$ cat config.mk
export PLATFORM = sky130hd
export DESIGN_NAME = exec_sched
export DESIGN_NICKNAME = d
export VERILOG_FILES = /design/src/rtl/exec_sched.sv
export SDC_FILE = /design/constraint.sdc
export NUM_CORES = 1
export LEC_CHECK = 0
export ABC_CLOCK_PERIOD_IN_PS = 3400
export BUFFER_PORTS_ARGS = -buffer_cell sky130_fd_sc_hd__buf_2
export CAP_MARGIN = 40
export CORE_AREA = 4 4 631 633
export DETAILED_ROUTE_END_ITERATION = 10
export DIE_AREA = 0 0 635 637
export GPL_ROUTABILITY_DRIVEN = 0
export HOLD_SLACK_MARGIN = 0.05
export PLACE_DENSITY_LB_ADDON = 0.1
export SETUP_SLACK_MARGIN = 0.2
export SLEW_MARGIN = 40
export SYNTH_ARGS = -nofsm -noshare
export SYNTH_HDL_FRONTEND = slang
export SYNTH_SLANG_ARGS = --single-unit
$ cat constraint.sdc
create_clock -name clk -period 3.4 [get_ports clk]
set_clock_uncertainty 0.1 [all_clocks]
set_input_delay 0.68 -clock clk [delete_from_list [all_inputs] [get_ports clk]]
set_output_delay 0.68 -clock clk [all_outputs]
set_load 0.005 [all_outputs]
$ cat src/rtl/exec_sched.sv
`default_nettype none
// ============================================================================
// Module   : exec_sched
// Brief    : Row sequencer for the ALU-array execute stage. Reads an operand
//            row, issues it to the lanes with an enable mask, waits for the
//            all-lanes-valid, then writes the masked result row.
// Options  : EXEC_SCHED_TIMEOUT_EN adds a WAIT-state watchdog and sticky err.
// Revision : 1.0  initial release
// ============================================================================
module exec_sched #(
    parameter int N       = 32,
    parameter int ALU_NUM = 8,
    parameter int AW      = 8,
    parameter int LEN_W   = 12,
    parameter int TIMEOUT = 255
) (
    input  logic                 clk,
    input  logic                 rst,
    input  logic                 cmd_valid,
    output logic                 cmd_ready,
    input  logic [2:0]           cmd_instr,
    input  logic [LEN_W-1:0]     cmd_len,
    input  logic [AW-1:0]        cmd_src,
    input  logic [AW-1:0]        cmd_dst,
    output logic                 rd_en,
    output logic [AW-1:0]        rd_addr,
    input  logic [ALU_NUM*N-1:0] rd_dataA,
    input  logic [ALU_NUM*N-1:0] rd_dataB,
    output logic [ALU_NUM-1:0]   exec_enable,
    output logic [2:0]           exec_instr,
    output logic [ALU_NUM*N-1:0] exec_dataA,
    output logic [ALU_NUM*N-1:0] exec_dataB,
    input  logic                 exec_valid,
    input  logic [ALU_NUM*N-1:0] exec_data,
    output logic                 wr_en,
    output logic [AW-1:0]        wr_addr,
    output logic [ALU_NUM-1:0]   wr_mask,
    output logic [ALU_NUM*N-1:0] wr_data,
    output logic                 busy,
    output logic                 done,
    output logic                 err
);

    localparam logic [LEN_W-1:0] c_ROW_ELEMS = LEN_W'(ALU_NUM);

    typedef enum logic [2:0] {
        S_IDLE  = 3'd0,
        S_READ  = 3'd1,
        S_LOAD  = 3'd2,
        S_WAIT  = 3'd3,
        S_WRITE = 3'd4,
        S_DONE  = 3'd5
    } state_t;

    state_t                 state_q,     state_d;
    logic [2:0]             instr_q,     instr_d;
    logic [LEN_W-1:0]       rem_q,       rem_d;
    logic [AW-1:0]          src_q,       src_d;
    logic [AW-1:0]          dst_q,       dst_d;
    logic [AW-1:0]          row_q,       row_d;
    logic [ALU_NUM-1:0]     mask_q,      mask_d;
    logic [ALU_NUM*N-1:0]   opa_q,       opa_d;
    logic [ALU_NUM*N-1:0]   opb_q,       opb_d;
    logic                   rd_en_q,     rd_en_d;
    logic [AW-1:0]          rd_addr_q,   rd_addr_d;
    logic [ALU_NUM-1:0]     exec_en_q,   exec_en_d;
    logic                   wr_en_q,     wr_en_d;
    logic [AW-1:0]          wr_addr_q,   wr_addr_d;
    logic [ALU_NUM-1:0]     wr_mask_q,   wr_mask_d;
    logic [ALU_NUM*N-1:0]   wr_data_q,   wr_data_d;
    logic                   busy_q,      busy_d;
    logic                   done_q,      done_d;
    logic                   cmd_ready_q, cmd_ready_d;

    logic [ALU_NUM-1:0]     w_lane_mask;
    logic [ALU_NUM*N-1:0]   w_exec_masked;
    logic [LEN_W-1:0]       w_step;

`ifdef EXEC_SCHED_TIMEOUT_EN
    localparam int c_WD_W = (TIMEOUT > 1) ? $clog2(TIMEOUT) : 1;
    localparam logic [c_WD_W-1:0] c_WD_LAST = c_WD_W'(TIMEOUT - 1);

    logic [c_WD_W-1:0] wd_q, wd_d;
    logic              err_q, err_d;

    assign err = err_q;
`else
    logic unused_timeout;

    assign unused_timeout = ^TIMEOUT;
    assign err            = 1'b0;
`endif

    // Lane i is live while more than i elements remain; dead lanes write zero.
    for (genvar i = 0; i < ALU_NUM; i++) begin : g_lane
        assign w_lane_mask[i]          = (rem_q > LEN_W'(i));
        assign w_exec_masked[i*N +: N] = mask_q[i] ? exec_data[i*N +: N] : '0;
    end

    assign w_step = (rem_q >= c_ROW_ELEMS) ? c_ROW_ELEMS : rem_q;

    always_comb begin
        state_d   = state_q;
        instr_d   = instr_q;
        rem_d     = rem_q;
        src_d     = src_q;
        dst_d     = dst_q;
        row_d     = row_q;
        mask_d    = mask_q;
        opa_d     = opa_q;
        opb_d     = opb_q;
        wr_addr_d = '0;
        wr_mask_d = '0;
        wr_data_d = '0;
`ifdef EXEC_SCHED_TIMEOUT_EN
        wd_d      = wd_q;
        err_d     = err_q;
`endif

        case (state_q)
            S_IDLE: begin
                if (cmd_valid && cmd_ready_q) begin
                    instr_d = cmd_instr;
                    rem_d   = cmd_len;
                    src_d   = cmd_src;
                    dst_d   = cmd_dst;
                    row_d   = '0;
                    state_d = (cmd_len == '0) ? S_DONE : S_READ;
                end
            end
            S_READ: begin
                state_d = S_LOAD;
            end
            S_LOAD: begin
                opa_d   = rd_dataA;
                opb_d   = rd_dataB;
                mask_d  = w_lane_mask;
                state_d = S_WAIT;
`ifdef EXEC_SCHED_TIMEOUT_EN
                wd_d    = '0;
`endif
            end
            S_WAIT: begin
                if (exec_valid) begin
                    wr_addr_d = dst_q + row_q;
                    wr_mask_d = mask_q;
                    wr_data_d = w_exec_masked;
                    state_d   = S_WRITE;
                end else begin
`ifdef EXEC_SCHED_TIMEOUT_EN
                    // Abandon the whole job: no write for this row, no later rows.
                    if (wd_q == c_WD_LAST) begin
                        err_d   = 1'b1;
                        state_d = S_DONE;
                    end else begin
                        wd_d = wd_q + 1'b1;
                    end
`endif
                end
            end
            S_WRITE: begin
                row_d   = row_q + 1'b1;
                rem_d   = rem_q - w_step;
                state_d = (rem_d == '0) ? S_DONE : S_READ;
            end
            S_DONE: begin
                state_d = S_IDLE;
            end
            default: begin
                state_d = S_IDLE;
            end
        endcase

        // Strobes are registered from the next state so they line up with it.
        rd_en_d     = (state_d == S_READ);
        rd_addr_d   = rd_en_d ? (src_d + row_d) : '0;
        exec_en_d   = (state_d == S_WAIT) ? mask_d : '0;
        wr_en_d     = (state_d == S_WRITE);
        busy_d      = (state_d != S_IDLE);
        cmd_ready_d = (state_d == S_IDLE);
        done_d      = (state_d == S_DONE);
    end

    always_ff @(posedge clk) begin
        if (rst) begin
            state_q     <= S_IDLE;
            instr_q     <= '0;
            rem_q       <= '0;
            src_q       <= '0;
            dst_q       <= '0;
            row_q       <= '0;
            mask_q      <= '0;
            opa_q       <= '0;
            opb_q       <= '0;
            rd_en_q     <= 1'b0;
            rd_addr_q   <= '0;
            exec_en_q   <= '0;
            wr_en_q     <= 1'b0;
            wr_addr_q   <= '0;
            wr_mask_q   <= '0;
            wr_data_q   <= '0;
            busy_q      <= 1'b0;
            done_q      <= 1'b0;
            cmd_ready_q <= 1'b1;
`ifdef EXEC_SCHED_TIMEOUT_EN
            wd_q        <= '0;
            err_q       <= 1'b0;
`endif
        end else begin
            state_q     <= state_d;
            instr_q     <= instr_d;
            rem_q       <= rem_d;
            src_q       <= src_d;
            dst_q       <= dst_d;
            row_q       <= row_d;
            mask_q      <= mask_d;
            opa_q       <= opa_d;
            opb_q       <= opb_d;
            rd_en_q     <= rd_en_d;
            rd_addr_q   <= rd_addr_d;
            exec_en_q   <= exec_en_d;
            wr_en_q     <= wr_en_d;
            wr_addr_q   <= wr_addr_d;
            wr_mask_q   <= wr_mask_d;
            wr_data_q   <= wr_data_d;
            busy_q      <= busy_d;
            done_q      <= done_d;
            cmd_ready_q <= cmd_ready_d;
`ifdef EXEC_SCHED_TIMEOUT_EN
            wd_q        <= wd_d;
            err_q       <= err_d;
`endif
        end
    end

    assign cmd_ready   = cmd_ready_q;
    assign rd_en       = rd_en_q;
    assign rd_addr     = rd_addr_q;
    assign exec_enable = exec_en_q;
    assign exec_instr  = instr_q;
    assign exec_dataA  = opa_q;
    assign exec_dataB  = opb_q;
    assign wr_en       = wr_en_q;
    assign wr_addr     = wr_addr_q;
    assign wr_mask     = wr_mask_q;
    assign wr_data     = wr_data_q;
    assign busy        = busy_q;
    assign done        = done_q;

endmodule

`default_nettype wire
==> results of run 1 <==
==> routing by layer <==
| metal | wire, um | up-vias | GRT usage [%] |
|---|---|---|---|
| li1 | - | 15500 | - |
| met1 | 91300 | 15700 | 12.3 |
| met5 | 113 | - | 0 |
| met2 | 138000 | 1119 | 23.3 |
| met3 | 15500 | 350 | 3.45 |
| met4 | 8450 | 16 | 3.84 |
==> synthesized netlist by cell type (2+ instances only) <==
master,n
nand2_1,1093
dfxtp_1,855
a21oi_1,564
and3_1,262
clkbuf_1,208
nor2_1,60
buf_2,24
o21ai_0,17
ha_1,16
inv_1,15
nor2b_1,12
and2_1,11
nand3_1,11
buf_1,10
a211oi_1,9
nor3_1,9
xor2_1,7
a22oi_1,5
nor4_1,5
xnor2_1,5
a21o_1,4
mux2i_1,4
nand2b_1,3
o31ai_1,3
a21boi_0,2
a32oi_1,2
and2_2,2
buf_4,2
conb_1,2
fa_1,2
nand4_1,2
o22ai_1,2
or2_2,2
or3_2,2
==> worst paths after layout <==
kind | from | endpoint | slack, ns
setup / recovery | state_q[0] | rd_addr[6] | 0.49
hold / removal | rd_dataA[75] | exec_dataA[75] | 0.14
setup reg to reg | state_q[0] | rd_addr[6] | 0.49
hold reg to reg | exec_dataB[10] | exec_dataB[10] | 0.35
==> flip-flops by register name (all words and copies together) (netlist names) <==
register,count
exec_dataA,256
row_q,8
exec_dataB,256
rd_en,1
wr_en,1
busy,1
wr_data,256
rem_q,12
done,1
src_q,8
rd_addr,8
state_q,3
dst_q,8
cmd_ready,1
mask_q,8
wr_mask,8
exec_enable,8
wr_addr,8
exec_instr,3
==> power by group through the flow <==
| stage | Clock, mW | Combinational, mW | Sequential [mW] |
|---|---|---|---|
| after floorplan | 0 | 1.45 | 11.1 |
| after global placement | 0 | 4.02 | 11.1 |
| after detailed placement | 0 | 4.00 | 11.1 |
| after CTS | 15.7 | 4.87 | 10.9 |
| after global routing | 16.0 | 5.12 | 10.9 |
| final | 14.8 | 4.61 | 10.9 |
==> worst max-delay path: cells and delay by family (launching register included) <==
| family | cells | cell delay [ns] |
|---|---|---|
| fa+ha+maj | 2 | 0.61 |
| xor+xnor | 1 | 0.18 |
| compound gates | 4 | 0.70 |
| buf+inv | 1 | 0.10 |
| flops | 1 | 0.39 |
| simple gates | 4 | 0.74 |
==> cell type report <==
class | instances | area, um2 | share of cell area, %
diodes | 48 | 120 | 0.217
clock buffers | 196 | 4050 | 7.32
clock inverters | 40 | 531 | 0.960
inverters | 16 | 67.6 | 0.122
multi-input cells | 2137 | 10100 | 18.2
flip-flops and latches | 855 | 17100 | 31.0
well taps | 5220 | 6530 | 11.8
repair buffers | 2475 | 16800 | 30.4
==> stage by stage <==
step	worst slack [ns]	hold slack (ns)	instance area, um2
final	0.485	0.138	55300
after global routing	0.274	0.0711	55300
after CTS	0.391	0.0510	55200
after detailed placement	0.0718	0.343	42900
after global placement	0.00123	0.340	42900
after floorplan	0.247	0.341	28200
==> logic make-up (layout without fill, tap and decap cells) <==
logic type	after synthesis	in the layout	share of synthesized area [%]
buffers and inverters	261	2727	3.65
XOR/XNOR	13	13	0.457
AND/OR/NAND/NOR	1484	1484	22.8
other	2	50	0.0266
multiplexers	5	5	0.182
adder cells (fa/ha/maj)	18	18	0.852
flip-flops	855	855	60.7
AO/OA/AOI/OAI	615	615	11.3
==> repair_timing <==
action                                 CTS  global route
buffers inserted                         0             0
gates resized for setup                  0             2
endpoints found under the hold margin  760             0
setup endpoints to repair                0             2
hold buffers                           768             0
==> summary.md, run 1 <==
| Metric | Value |
|---|---|
| Status | finished, final reports clean |
| Clock Power Share | 48.9% |
| IO Count | about 1600 |
| Most common cell after layout, fill and taps aside | buf_2 |
| Setup TNS | 0 ns |
| CTS root buf | clkbuf_16 |
| Total GRT Usage | 12.0% |
| First-pass GRT wire length | about 340000 um |
| Synth Instances | 3253 |
| FILL cells | 45400 |
| CP max stage delay | 0.40 ns |
| Drt pass-1 iters | 5 |
| CP startpoint kind | flop |
| Cells along the critical path | and4bb_2 -> inv_1 -> nor2_4 -> nor2_1 -> ha_1 -> fa_1 -> a21o_1 -> a21oi_1 -> o21bai_1 -> a21oi_1 -> xor2_1 -> nor2_1 |
| Register area share after synthesis | between 60% and 70% |
| Comb pwr share | 15.2% |
| CTS Buf Count | 139 |
| Mapped Area | approximately 0.028 mm2 |
| Layout cells sized above 1 | 33.9% |
| FF+latch count, synth | roughly 860 |
| Unrepaired setup endpoints after global routing | false |
| Psw | about 9 mW |
| Routed wire length | 253000 um |
| Dominant cells by area after synthesis | dfxtp_1 (61%), nand2_1 (15%), a21oi_1 (10%), and3_1 (5.8%), clkbuf_1 (2.8%) |
| Die area | 0.404 mm2 |
| Max Clk Rate | 343 MHz |
| Critical path arrival | ~3.5 ns |
| Syn Nets | 4074 |
| Area of the core | 0.392 mm2 |
| DR DRC count | 0 |
| Worst-path clk slew | 0.06 ns |
| Final setup vio count | 0 |
| Congestion Overflow GR | 0 |
| Clock Sink Count | 855 |
| WP data required | ~4.0 ns |
| Int Pwr | 21.5 mW |
| Max_slew headroom | 38.1% |
| Top FF cell, synth | dfxtp_1 |
| Tcrit/Tclk final | between 80% and 90% |
| Synth top area share | 60.7% |
| Min-delay worst type | in2reg |
| Hold Fails Final Rpt | 0 |
| Post-Place Cells | roughly 9900 |
| WL/cell | roughly 23 um |
| Fin cells | approximately 11000 |
| Worst skew pair latency | 0.82 ns |
| Power Density | 548 mW/mm2 |
| CTS tree | built |
| Syn. warnings | 0 |
| H-tree Lvls | 4 |
| ANT nets after route | 0 |
| Async SR Flop Fraction | 0% |
| Pin count of the biggest net entering global routing | 125 |
| Post-synth EDFFs | 0 |
| Yosys top cell by area | dfxtp_1 |
| Area growth, synth to finish | 96.1% |
| Port bufs | around 1600 |
| Clk buf depth | 4 |
| Row count | 230 |
| Peak supply drop | roughly 0.00027 V |
| Die height | 637 um |
| Syn_area_per_cell | approximately 8.7 um2 |
| Slew Limit Fails | 0 |
| Switching Fraction | 29.0% |
| Reg2Reg Depth | 12 |
| Max_cap viols | 0 |
| Hpwl dp | 207000 um |
| Design Power | 30.3 mW |
| Seq pwr share | 35.9% |
| Most frequent cells in the layout | buf_2 (1609), nand2_1 (1092), dfxtp_1 (853) |
| Vias/cell | 2.98 |
| CP max stage cell | fa_1 |
| Leakage power | ~24 nW |
| DIE WIDTH | 635 um |
| Number of global-route vias before repair | between 30000 and 40000 |
| Yosys cell types | 55 |
| Worst Max-Slew Pin Slew | 0.929 ns |
| CP Capture Type | flop |
| Nets | 6445 |
| Initial antenna violation count | 95 |
| Final Critical Period | between 2 and 3 ns |
| Initial Utilization | 7.19% |
| Setup CP Type | reg2reg |
| Final core utilization | between 10 and 15% |
| Vias | 32700 |
| CP Max Fanout | 8 |
| Hold Path Stages | 3 |
| Initial drt markers | approximately 1300 |
No activity file was read; power rests on OpenSTA's default activity.
==> run 2: changes to the inputs <==
- CELL_PAD_IN_SITES_DETAIL_PLACEMENT: not set -> 2
- CELL_PAD_IN_SITES_GLOBAL_PLACEMENT: not set -> 2
- CORE_AREA: 4 4 631 633 -> 4 4 629 631
- DIE_AREA: 0 0 635 637 -> 0 0 633 635
==> run 2 against run 1 <==
  * Worst hold slack lost 0.0056 ns
  * Highest routed layer unchanged
  * Sequential share of layout area grew 0.072 points
  * Die area shrank 0.63%
  * Non-clock buffer count shrank 3
  * Count of clock-buffer cells in the layout grew 20
  * Routed wire length grew 0.63%
  * Critical path depth shrank 1
==> summary.md, run 2 (synthesis gave the netlist of run 1 again) <==
| Metric | Value |
|---|---|
| CTS root buf | clkbuf_16 (unchanged) |
| ANT nets after route | 0 (unchanged) |
| Slew Limit Fails | 0 (unchanged) |
| Row count | 229 (was 230) |
| Initial antenna violation count | 91 (was 95) |
| Clk buf depth | 4 (unchanged) |
| IO Count | 1612 (unchanged) |
| Die area | 0.402 mm2 (was 0.404 mm2) |
| CP Capture Type | flop (unchanged) |
| Min-delay worst type | in2reg (unchanged) |
| Leakage power | 24.3 nW (was 24.4 nW) |
| Nets | 6446 (was 6445) |
| Post-Place Cells | 9921 (was 9935) |
| Status | finished, final reports clean (unchanged) |
| DR DRC count | 0 (unchanged) |
| Max Clk Rate | 342 MHz (was 343 MHz) |
| Hold_ws | 0.132 ns (was 0.138 ns) |
| Max_cap viols | 0 (unchanged) |
| Die height | 635 um (was 637 um) |
| WP data required | 3.97 ns (was 3.99 ns) |
| Critical path arrival | 3.50 ns (about the same) |
| Number of global-route vias before repair | 36600 (was 34600) |
| Final setup vio count | 0 (unchanged) |
| Initial drt markers | 926 (was 1307) |
| Vias/cell | 3.01 (was 2.98) |
| Worst skew pair latency | 0.84 ns (was 0.82 ns) |
| Design Power | 30.2 mW (was 30.3 mW) |
| Hold Fails Final Rpt | 0 (unchanged) |
| Drt pass-1 iters | 4 (was 5) |
| Congestion Overflow GR | 0 (unchanged) |
| Seq pwr share | 36.0% (was 35.9%) |
| Area growth, synth to finish | 95.7% (was 96.1%) |
| Clock Power Share | 48.6% (was 48.9%) |
| Peak supply drop | 0.000285 V (was 0.000274 V) |
| Setup TNS | 0 ns (unchanged) |
| Flop2flop setup slack | 0.48 ns (was 0.49 ns) |
| Unrepaired setup endpoints after global routing | false (unchanged) |
| Tcrit/Tclk final | 85.9% (was 85.7%) |
| Post-CTS setup buffer count | 0 (unchanged) |
| Clock Sink Count | 855 (unchanged) |
| Final Critical Period | 2.92 ns (was 2.91 ns) |
| Setup CP Type | reg2reg (unchanged) |
| Pin count of the biggest net entering global routing | 93 (was 125) |
| Area of the core | 0.389 mm2 (was 0.392 mm2) |
| Initial Utilization | 7.24% (was 7.19%) |
| Port bufs | 1610 (unchanged) |
| CTS tree | built (unchanged) |
| Fin cells | 11000 (about the same) |
| DIE WIDTH | 633 um (was 635 um) |
| Max_slew headroom | 48.3% (was 38.1%) |
| Most common cell after layout, fill and taps aside | buf_2 (unchanged) |
| Most frequent cells in the layout | buf_2 (1609), nand2_1 (1091), dfxtp_1 (852) (was buf_2 (1609), nand2_1 (1092), dfxtp_1 (853)) |
| Total GRT Usage | 12.2% (was 12.0%) |
| Final Instance Area | 0.0552 mm2 (was 0.0553 mm2) |
| Vias | 33000 (was 32700) |
| Hpwl dp | 205000 um (was 207000 um) |
| CP startpoint kind | flop (unchanged) |
| Worst-path clk slew | 0.06 ns (about the same) |
| WL/cell | 23.2 um (was 23.0 um) |
| Final setup margin | 0.478 ns (was 0.485 ns) |
| Int Pwr | 21.1 mW (was 21.5 mW) |
| Placed inst area | 0.0429 mm2 (about the same) |
| Switching Fraction | 30.1% (was 29.0%) |
| Final core utilization | 14.2% (was 14.1%) |
| Comb pwr share | 15.4% (was 15.2%) |
| H-tree Lvls | 4 (unchanged) |
| CP Max Fanout | 7 (was 8) |
| First-pass GRT wire length | 338000 um (was 335000 um) |
| Routed wire length | 255000 um (was 253000 um) |
| Power Density | 548 mW/mm2 (about the same) |
| CTS Buf Count | 143 (was 139) |
| Pre-CTS WS | -0.0842 ns (was 0.0718 ns) |
| Worst Max-Slew Pin Slew | 0.776 ns (was 0.929 ns) |
| Psw | 9.09 mW (was 8.78 mW) |
| Layout cells sized above 1 | 34.0% (was 33.9%) |
-- run 2: cell types whose count changed in the layout (fill, tap and decap cells not counted), moves of 6 or more --
| cell | previous run | this run |
|---|---|---|
| dlygate4sd3_1 | 768 | 756 |
| bufinv_16 | 10 | 2 |
| buf_4 | 73 | 79 |
| clkbuf_8 | 25 | 32 |
| clkinv_2 | 17 | 10 |
| clkbuf_1 | 27 | 41 |
-- run 2: metal layers --
| metal | global-route usage [%] | routed length, um | vias up |
|---|---|---|---|
| li1 | - | - | 15500 |
| met1 | 12.4 | 92300 | 16100 |
| met2 | 23.5 | 136000 | 1082 |
| met3 | 4.03 | 19100 | 331 |
| met4 | 2.93 | 6630 | 36 |
| met5 | 0 | 219 | - |
-- run 2: path summary, 6_finish.rpt --
path                   startpoint  cells past startpoint               to
setup / recovery         rem_q[6]                     11       rd_addr[1]
hold / removal      rd_dataA[140]                      3  exec_dataA[140]
setup reg to reg         rem_q[6]                     11       rd_addr[1]
hold reg to reg   exec_dataB[156]                      2  exec_dataB[156]
-- run 2: power groups by stage --
stage	clock network [mW]	logic (mW)	registers [mW]
floorplan	0	1.45	11.1
global placement	0	4.07	11.1
detailed placement	0	4.07	11.1
CTS	15.7	4.94	10.9
global route	15.9	5.21	11.0
finish	14.7	4.65	10.9
-- run 2: critical path: stages (launching register included) --
cell	delay [ns]
dfxtp_1	0.38
nor4_4	0.39
nand4b_4	0.20
nand2_1	0.12
ha_1	0.35
o31ai_2	0.14
nand3_1	0.14
mux2i_1	0.27
and3_1	0.25
a21bo_4	0.23
inv_4	0.05
and2_1	0.15
-- run 2: cell type report --
class	count	area [um2]
clock inverters	26	347
multi-input cells	2137	10100
well taps	5197	6500
fillers	45800	334000
diodes	43	108
inverters	16	67.6
clock buffers	216	4170
repair buffers	2472	16800
flip-flops and latches	855	17100
-- run 2: repair_timing --
| action | in CTS | in global routing |
|---|---|---|
| resized for setup | 0 | 6 |
| hold buffers | 756 | 0 |
| endpoints found under the hold margin | 756 | 0 |
| setup endpoints to repair | 0 | 9 |
